===== src/rtl/self_pkg.sv =====
// Shared types and helpers for the SELF arbitrated elastic buffer.
package self_pkg;

  typedef enum logic [1:0] {
    EB_EMPTY = 2'd0,
    EB_HALF  = 2'd1,
    EB_FULL  = 2'd2
  } eb_state_t;

  function automatic int clog2(input int n);
    int r;
    r = 0;
    while ((1 << r) < n) r++;
    return r;
  endfunction

endpackage


===== src/rtl/self_rr_pick.sv =====
// Combinational round-robin picker: first asserted req at or after ptr, wrapping.
module self_rr_pick
  import self_pkg::*;
#(
  parameter int NREQ = 4,
  parameter int IDXW = clog2(NREQ)
) (
  input  logic [NREQ-1:0] req,
  input  logic [IDXW-1:0] ptr,
  output logic            any,
  output logic [IDXW-1:0] win
);

  always_comb begin : scan
    logic [IDXW-1:0] idx;
    any = 1'b0;
    win = '0;
    idx = '0;
    for (int i = 0; i < NREQ; i++) begin
      idx = IDXW'((int'(ptr) + i) % NREQ);
      if (!any && req[idx]) begin
        any = 1'b1;
        win = idx;
      end
    end
  end

endmodule


===== src/rtl/self_arb_eb.sv =====
// Round-robin arbiter feeding a 2-slot SELF elastic buffer (main/aux registers).
// Optional source lock with `define SELF_ARB_LOCK_EN (adds lock_i port).
module self_arb_eb
  import self_pkg::*;
#(
  parameter  int WIDTH = 8,
  parameter  int NREQ  = 4,
  localparam int IDXW  = clog2(NREQ)
) (
  input  logic                  clk,
  input  logic                  reset,
  input  logic [NREQ-1:0]       valid_i,
  input  logic [NREQ*WIDTH-1:0] data_i,
  output logic [NREQ-1:0]       stop_o,
  output logic                  valid_o,
  output logic [WIDTH-1:0]      data_o,
  output logic [IDXW-1:0]       src_o,
  input  logic                  stop_i
`ifdef SELF_ARB_LOCK_EN
  ,
  input  logic [NREQ-1:0]       lock_i
`endif
);

  eb_state_t        state_reg, state_next;
  logic [IDXW-1:0]  rr_ptr_reg;
  logic [WIDTH-1:0] main_data_reg, aux_data_reg;
  logic [IDXW-1:0]  main_src_reg, aux_src_reg;
  logic [NREQ-1:0]  req_elig;
  logic             any, full, push, pop;
  logic [IDXW-1:0]  win;
  logic [WIDTH-1:0] win_data;

`ifdef SELF_ARB_LOCK_EN
  logic            locked_reg;
  logic [IDXW-1:0] lock_idx_reg;

  // While locked only the owner is eligible, even when it is idle.
  always_comb begin
    req_elig = valid_i;
    if (locked_reg) req_elig = valid_i & (NREQ'(1) << lock_idx_reg);
  end

  always_ff @(posedge clk or posedge reset) begin
    if (reset) begin
      locked_reg   <= 1'b0;
      lock_idx_reg <= '0;
    end else if (push) begin
      locked_reg   <= lock_i[win];
      lock_idx_reg <= win;
    end
  end
`else
  assign req_elig = valid_i;
`endif

  self_rr_pick #(
    .NREQ (NREQ),
    .IDXW (IDXW)
  ) u_pick (
    .req (req_elig),
    .ptr (rr_ptr_reg),
    .any (any),
    .win (win)
  );

  assign win_data = data_i[int'(win)*WIDTH +: WIDTH];
  assign push     = any & ~full & ~reset;
  assign pop      = valid_o & ~stop_i;

  // Reset forces all stops high combinationally so nothing is taken during reset.
  for (genvar gi = 0; gi < NREQ; gi++) begin : g_stop
    assign stop_o[gi] = reset | ~any | full | (win != IDXW'(gi));
  end

  always_ff @(posedge clk or posedge reset) begin
    if (reset) state_reg <= EB_EMPTY;
    else       state_reg <= state_next;
  end

  always_comb begin
    state_next = state_reg;
    case (state_reg)
      EB_EMPTY: if (push) state_next = EB_HALF;
      EB_HALF: begin
        if (push && !pop)      state_next = EB_FULL;
        else if (pop && !push) state_next = EB_EMPTY;
      end
      EB_FULL:  if (pop) state_next = EB_HALF;
      default:  state_next = EB_EMPTY;
    endcase
  end

  always_comb begin
    valid_o = (state_reg != EB_EMPTY);
    full    = (state_reg == EB_FULL);
  end

  always_ff @(posedge clk or posedge reset) begin
    if (reset) begin
      main_data_reg <= '0;
      main_src_reg  <= '0;
      aux_data_reg  <= '0;
      aux_src_reg   <= '0;
    end else begin
      case (state_reg)
        EB_EMPTY: begin
          if (push) begin
            main_data_reg <= win_data;
            main_src_reg  <= win;
          end
        end
        EB_HALF: begin
          if (push && pop) begin
            main_data_reg <= win_data;
            main_src_reg  <= win;
          end else if (push) begin
            aux_data_reg <= win_data;
            aux_src_reg  <= win;
          end
        end
        EB_FULL: begin
          if (pop) begin
            main_data_reg <= aux_data_reg;
            main_src_reg  <= aux_src_reg;
          end
        end
        default: ;
      endcase
    end
  end

  always_ff @(posedge clk or posedge reset) begin
    if (reset)     rr_ptr_reg <= '0;
    else if (push) rr_ptr_reg <= (win == IDXW'(NREQ - 1)) ? '0 : win + 1'b1;
  end

  assign data_o = main_data_reg;
  assign src_o  = main_src_reg;

endmodule

===== config.mk =====
export PLATFORM = sky130hd
export DESIGN_NAME = self_arb_eb
export DESIGN_NICKNAME = d
export VERILOG_FILES = /design/src/rtl/self_pkg.sv /design/src/rtl/self_rr_pick.sv /design/src/rtl/self_arb_eb.sv
export SDC_FILE = /design/constraint.sdc
export NUM_CORES = 1
export LEC_CHECK = 0
export CORE_MARGIN = 4
export CORE_UTILIZATION = 48
export CTS_CLUSTER_SIZE = 12
export DETAILED_ROUTE_END_ITERATION = 8
export GPL_TIMING_DRIVEN = 0
export PLACE_DENSITY = 0.95
export SETUP_SLACK_MARGIN = 0.05
export SKIP_LAST_GASP = 1
export SLEW_MARGIN = 20
export SYNTH_ARGS = -nofsm -noshare
export SYNTH_HDL_FRONTEND = slang
export SYNTH_SLANG_ARGS = --single-unit

===== constraint.sdc =====
create_clock -name clk -period 4.21 [get_ports clk]
set_clock_uncertainty 0.1 [all_clocks]
set_input_delay 1.0525 -clock clk [delete_from_list [all_inputs] [get_ports clk]]
set_output_delay 1.0525 -clock clk [all_outputs]
set_load 0.01 [all_outputs]

==> reports/qor.yml, run 1 <==
outcome: "completed"
netlist_instances: 160
grt_pass1_vias: 1344
cts_root_buffer: "clkbuf_4"
reg2reg_from: "state_reg[1]"
hold_viol: 0
nets: 268
synth_top_cell_area_share_pct: 39.4
pin_count: 54
area_growth_pct: 41.7
synth_edf_count: 0
ir_worst_vdd_v: 0.000273
slew_viol_final: 0
grt_setup_unrepaired: "false"
setup_ws_ns: 0.216
finalNonFillerCells: 264
hold_buffers: 0
grt.overflow.total: 0
dpl_cell_area_mm2: 0.00211
viasPerCell: 5.14
syn_avg_cell_area_um2: 9.52
min_to: "src_o[0]"
cp.required_ns: 3.06
clk_pin_slew_ns: 0.12
worst_pin_slew_ns: 0.896
num_antenna_cells: 0
fmax_ghz: 0.250
drtPass1Iterations: 4
powerDensity_mw_per_mm2: 584
fp.dieH_um: 64.3
critPathArrivalTime_ns: 2.84
routedWlPerCell_um: 13.5
cp-start-kind: "primary input"
setup_tns_ns: 0
start_util_pct: 49.9
min_path_type: "reg -> reg"
path_common_cell: "buf_12"
maxSlewHeadroom_pct: 40.2
syn-num-nets: 206
cpPeakStageDelay_ns: 0.46
synth_common_cells: "nand2_1, dfrtp_1, mux2i_1"
insertion_delay_ns: 0.32
cts_buffers: 3
gp_congestion: 0.799
grt_pass1_wl_um: 5950
port_buffers: 53
cp_max_fo: 11
wl_um: 3570
dieArea_mm2: 0.00414
worstSetupPathType: "in -> out"
yosys.area.top_type: "dfrtp_1"
clk_path_buf_depth: 2
worstHoldPathCells: 2
finalSetupViolCount: 0
antenna_found_initial: 0
synthMostInstantiatedCell: "nand2_1"
worstPathCellList: "clkdlybuf4s50_1 -> a21o_1 -> a21oi_1 -> o22a_2 -> buf_12 -> buf_12 -> ha_1 -> nand2_1 -> dlygate4sd2_1"
core_mm2: 0.00305
reg2regPathDepth: 7
drive_gt1_share_pct: 13.6
drc: 0
synth_cell_types: 27
die-width_um: 64.3
dp_cells: 257
reg2reg_to: "data_o[4]"
vias: 1357
grt_usage_pct: 18.6
dp_hpwl_um: 2850
p_leak_nw: 0.972
period_needed_ns: 3.99
cts.sinks: 24
drtIter0Drc: 59
pre_cts_slack_ns: -0.280
cts_tree: "done"
fin_crit_sh_pct: 94.9
synth.ff_latch_count: 24
final_area_mm2: 0.00216
synth_area_mm2: 0.00152
synth_seq_area_share_pct: 39.4
row_count: 20
min_from: "src_o[0]"
grt_start_max_net_pins: 25
endpoint_kind: "output port"
async_flop_share_pct: 100
yosys_warnings: 0
htree_levels: 1
postRouteAntennaNets: 0
yosys-top-cells-area: "dfrtp_1, mux2i_1, nand2_1"
finalCoreUtilization_pct: 70.7
worst_path_max_delay_cell: "clkdlybuf4s50_1"
drv_cap: 0
ys.flop_type: "dfrtp_1"
r2r_slack_ns: 1.91
power by group:
group	switching (W)	total, W	internal, W
Sequential	0.0000695	0.000409	0.000340
Combinational	0.000346	0.000747	0.000402
Clock	0.0000690	0.000103	0.0000336
per-stage QoR:
stage | hold WS, ns | total power [W]
detailed placement | 0.370 | 0.00114
CTS | 0.399 | 0.00127
floorplan | 0.350 | 0.000877
global route | 0.429 | 0.00136
finish | 0.390 | 0.00126
global placement | 0.361 | 0.00111
metal layers:
| layer | part of all wire (%) | wire, um | track usage, % | up-vias |
|---|---|---|---|---|
| met3 | 5.9 | 209 | 3.34 | 5 |
| met5 | 0 | 0 | 0 | - |
| li1 | - | - | - | 668 |
| met4 | 1.9 | 68 | 8.44 | 0 |
| met1 | 41 | 1450 | 21.1 | 636 |
| met2 | 52 | 1840 | 33.6 | 48 |
critical path: cells and delay by family:
kind	cells	cell delay [ns]
AO/OA/AOI/OAI	3	0.54
adder cells (fa/ha/maj)	1	0.17
buffers and inverters	4	1.04
AND/OR/NAND/NOR	1	0.05
layout make-up:
| class | instances | area [um2] |
|---|---|---|
| plain buffers | 9 | 76.3 |
| fillers | 250 | 895 |
| multi-input cells | 119 | 823 |
| clock buffers | 3 | 22.5 |
| well taps | 44 | 55.1 |
| flip-flops and latches | 24 | 601 |
| inverters | 8 | 30.0 |
| repair buffers | 57 | 551 |
cell usage in the layout (no fill, tap or decap), types with 7 or more instances in the layout:
cell             netlist  final
o21ai_1               14     14
mux2i_1               18     18
nor2_1                10     10
dfrtp_1               24     24
o21ai_0                7      7
inv_1                  8      8
a21oi_1               11     10
ha_1                   7      7
nand2_1               26     26
clkdlybuf4s50_1        0     48
logic make-up after synthesis:
| kind of cell | Yosys count | share of synthesized area (%) |
|---|---|---|
| AOI/OAI and AO/OA | 39 | 14.7 |
| muxes | 28 | 20.5 |
| DFF | 24 | 39.4 |
| and+or+nand+nor | 45 | 12.9 |
| adders and majority gates | 7 | 5.75 |
| buffers and inverters | 17 | 6.74 |
worst max path at each step:
stage          startpoint   endpoint  slack, ns  depth (start not counted)
6_report       valid_i[0]  stop_o[3]       0.22                          9
5_1_grt        valid_i[0]  stop_o[3]       0.08                          9
4_1_cts        valid_i[1]  stop_o[0]       0.13                         10
3_5_place_dp   valid_i[0]  stop_o[0]      -0.28                         10
3_3_place_gp   valid_i[0]  stop_o[2]      -0.24                         10
2_1_floorplan  valid_i[0]  stop_o[2]       0.90                          8
what timing repair did:
action / 4_1_cts / 5_1_grt
setup buffers: 4 / 0
resized for setup: 6 / 5
endpoints found under the setup margin: 4 / 2
Power figures use the tool's default switching activity.
==> inputs of run 2 (changes only) <==
--- a/config.mk
+++ b/config.mk
@@ -17,3 +17,4 @@
 export SYNTH_ARGS = -nofsm -noshare
 export SYNTH_HDL_FRONTEND = slang
 export SYNTH_SLANG_ARGS = --single-unit
+export TNS_END_PERCENT = 10
==> reports/qor.yml, run 2 (same netlist as run 1, synthesis figures left out) <==
outcome: "finished, violations left"
violations: "setup timing"
grt_usage_pct: 18.8
dp_hpwl_um: 2850
insertion_delay_ns: 0.32
r2r_slack_ns: 1.90
worst_path_max_delay_cell: "clkdlybuf4s50_1"
start_util_pct: 49.9
whs_ns: 0.390
finalSetupViolCount: 2
drive_gt1_share_pct: 12.3
die-width_um: 64.3
p_leak_nw: 0.971
reg2reg_from: "state_reg[1]"
min_path_type: "reg -> reg"
setup.worst_path.end: "stop_o[3]"
cp-startpoint: "valid_i[0]"
ir_worst_vdd_v: 0.000275
layout_commonest_cell: "clkdlybuf4s50_1"
port_buffers: 53
reg2reg_to: "data_o[3]"
crit_buf_inv: 4
wl_um: 3640
powerDensity_mw_per_mm2: 583
htree_levels: 1
drtIter0Drc: 56
vias: 1375
clk_path_buf_depth: 2
worstSetupPathType: "in -> out"
cts_buffers: 3
hold_viol: 0
slew_viol_final: 0
dieArea_mm2: 0.00414
reg2regPathDepth: 7
cp-start-kind: "primary input"
grt_pass1_wl_um: 5980
pin_count: 54
viasPerCell: 5.23
period_needed_ns: 4.26
cts_root_buffer: "clkbuf_4"
worst_pin_slew_ns: 0.894
finalCoreUtilization_pct: 70.9
fp.dieH_um: 64.3
nets: 267
row_count: 20
clk_pin_slew_ns: 0.12
cts_tree: "done"
cp_max_fo: 11
postRouteAntennaNets: 0
fin_crit_sh_pct: 101
cp.required_ns: 3.06
area_growth_pct: 42.2
endpoint_kind: "output port"
fmax_ghz: 0.235
grt.overflow.total: 0
critPathArrivalTime_ns: 3.11
crit_cells: 9
routedWlPerCell_um: 13.8
cpPeakStageDelay_ns: 0.53
gp_congestion: 0.799
worstPathCellList: "clkdlybuf4s50_1 -> and2b_1 -> nor2_1 -> o22a_2 -> buf_12 -> buf_12 -> ha_1 -> nand2_1 -> clkdlybuf4s50_1"
p_total_w: 0.00126
maxSlewHeadroom_pct: 40.3
setup_ws_ns: -0.0490
core_mm2: 0.00305
drv_cap: 0
grt_start_max_net_pins: 25
drtPass1Iterations: 4
grt_pass1_vias: 1353
drc: 0
cts.sinks: 24
critPathTopFamily: "buffers and inverters"
grt_setup_unrepaired: "true"
most-common-layout-cells: "clkdlybuf4s50_1, nand2_1, dfrtp_1"
antenna_found_initial: 0
num_antenna_cells: 0
[run 2: changes by cell type in the layout (fill, tap and decap cells not counted), sizes merged]
cell	change
clkbuf	-2
dlygate4sd2	-1
clkdlybuf4s50	+2
buf	-1
dlymetal6s2s	+1
[run 2: where the power goes]
part | leakage (nW) | switching, W | internal, W
Sequential | 0.299 | 0.0000697 | 0.000340
Clock | 0.0138 | 0.0000691 | 0.0000336
Combinational | 0.659 | 0.000348 | 0.000402
[run 2: repair_timing]
| action | CTS | global route |
|---|---|---|
| setup buffers | 3 | 0 |
| gates resized for setup | 3 | 2 |
| hold buffers | 0 | 0 |
| gates cloned | 0 | 0 |
| pin swaps | 0 | 0 |
| endpoints found under the setup margin | 4 | 4 |
[run 2: how the worst min path moves through the flow]
stage                               start  slack [ns]  cells after the start              end
after floorplan            aux_src_reg[0]        0.35                      2   aux_src_reg[0]
after global placement           src_o[0]        0.36                      2         src_o[0]
after detailed placement         src_o[0]        0.37                      2         src_o[0]
after CTS                 aux_data_reg[6]        0.40                      2  aux_data_reg[6]
after global routing       aux_src_reg[1]        0.43                      2   aux_src_reg[1]
final                            src_o[0]        0.39                      2         src_o[0]
[run 2: layout make-up]
type | count | area [um2]
inverter | 8 | 30.0
fill | 247 | 888
buffer | 9 | 76.3
multi-input combinational | 119 | 823
sequential | 24 | 601
timing repair buffer | 56 | 557
clock buffer | 3 | 22.5
tap | 44 | 55.1
[run 2: tightest hold or removal path, delay by kind of cell (launching register included)]
kind | cells | cell delay, ns
AO/OA/AOI/OAI | 1 | 0.06
flip-flops | 1 | 0.36
AND/OR/NAND/NOR | 1 | 0.04
[run 2: layer usage]
metal | vias up | track usage (%) | part of all wire (%)
li1 | 665 | - | -
met1 | 655 | 21.2 | 41
met2 | 50 | 34.0 | 51
met3 | 5 | 3.34 | 5.8
met4 | 0 | 8.44 | 1.8
met5 | - | 0 | 0
[run 2: stage by stage]
stage	setup WS [ns]	std cells	TNS, ns	cell area, um2
2_1_floorplan	0.896	160	0	1520
3_3_place_gp	-0.239	257	-0.680	2110
3_5_place_dp	-0.280	257	-0.810	2110
4_1_cts	-0.124	263	-0.219	2160
5_1_grt	-0.157	263	-0.307	2160
6_report	-0.0490	263	-0.0797	2160
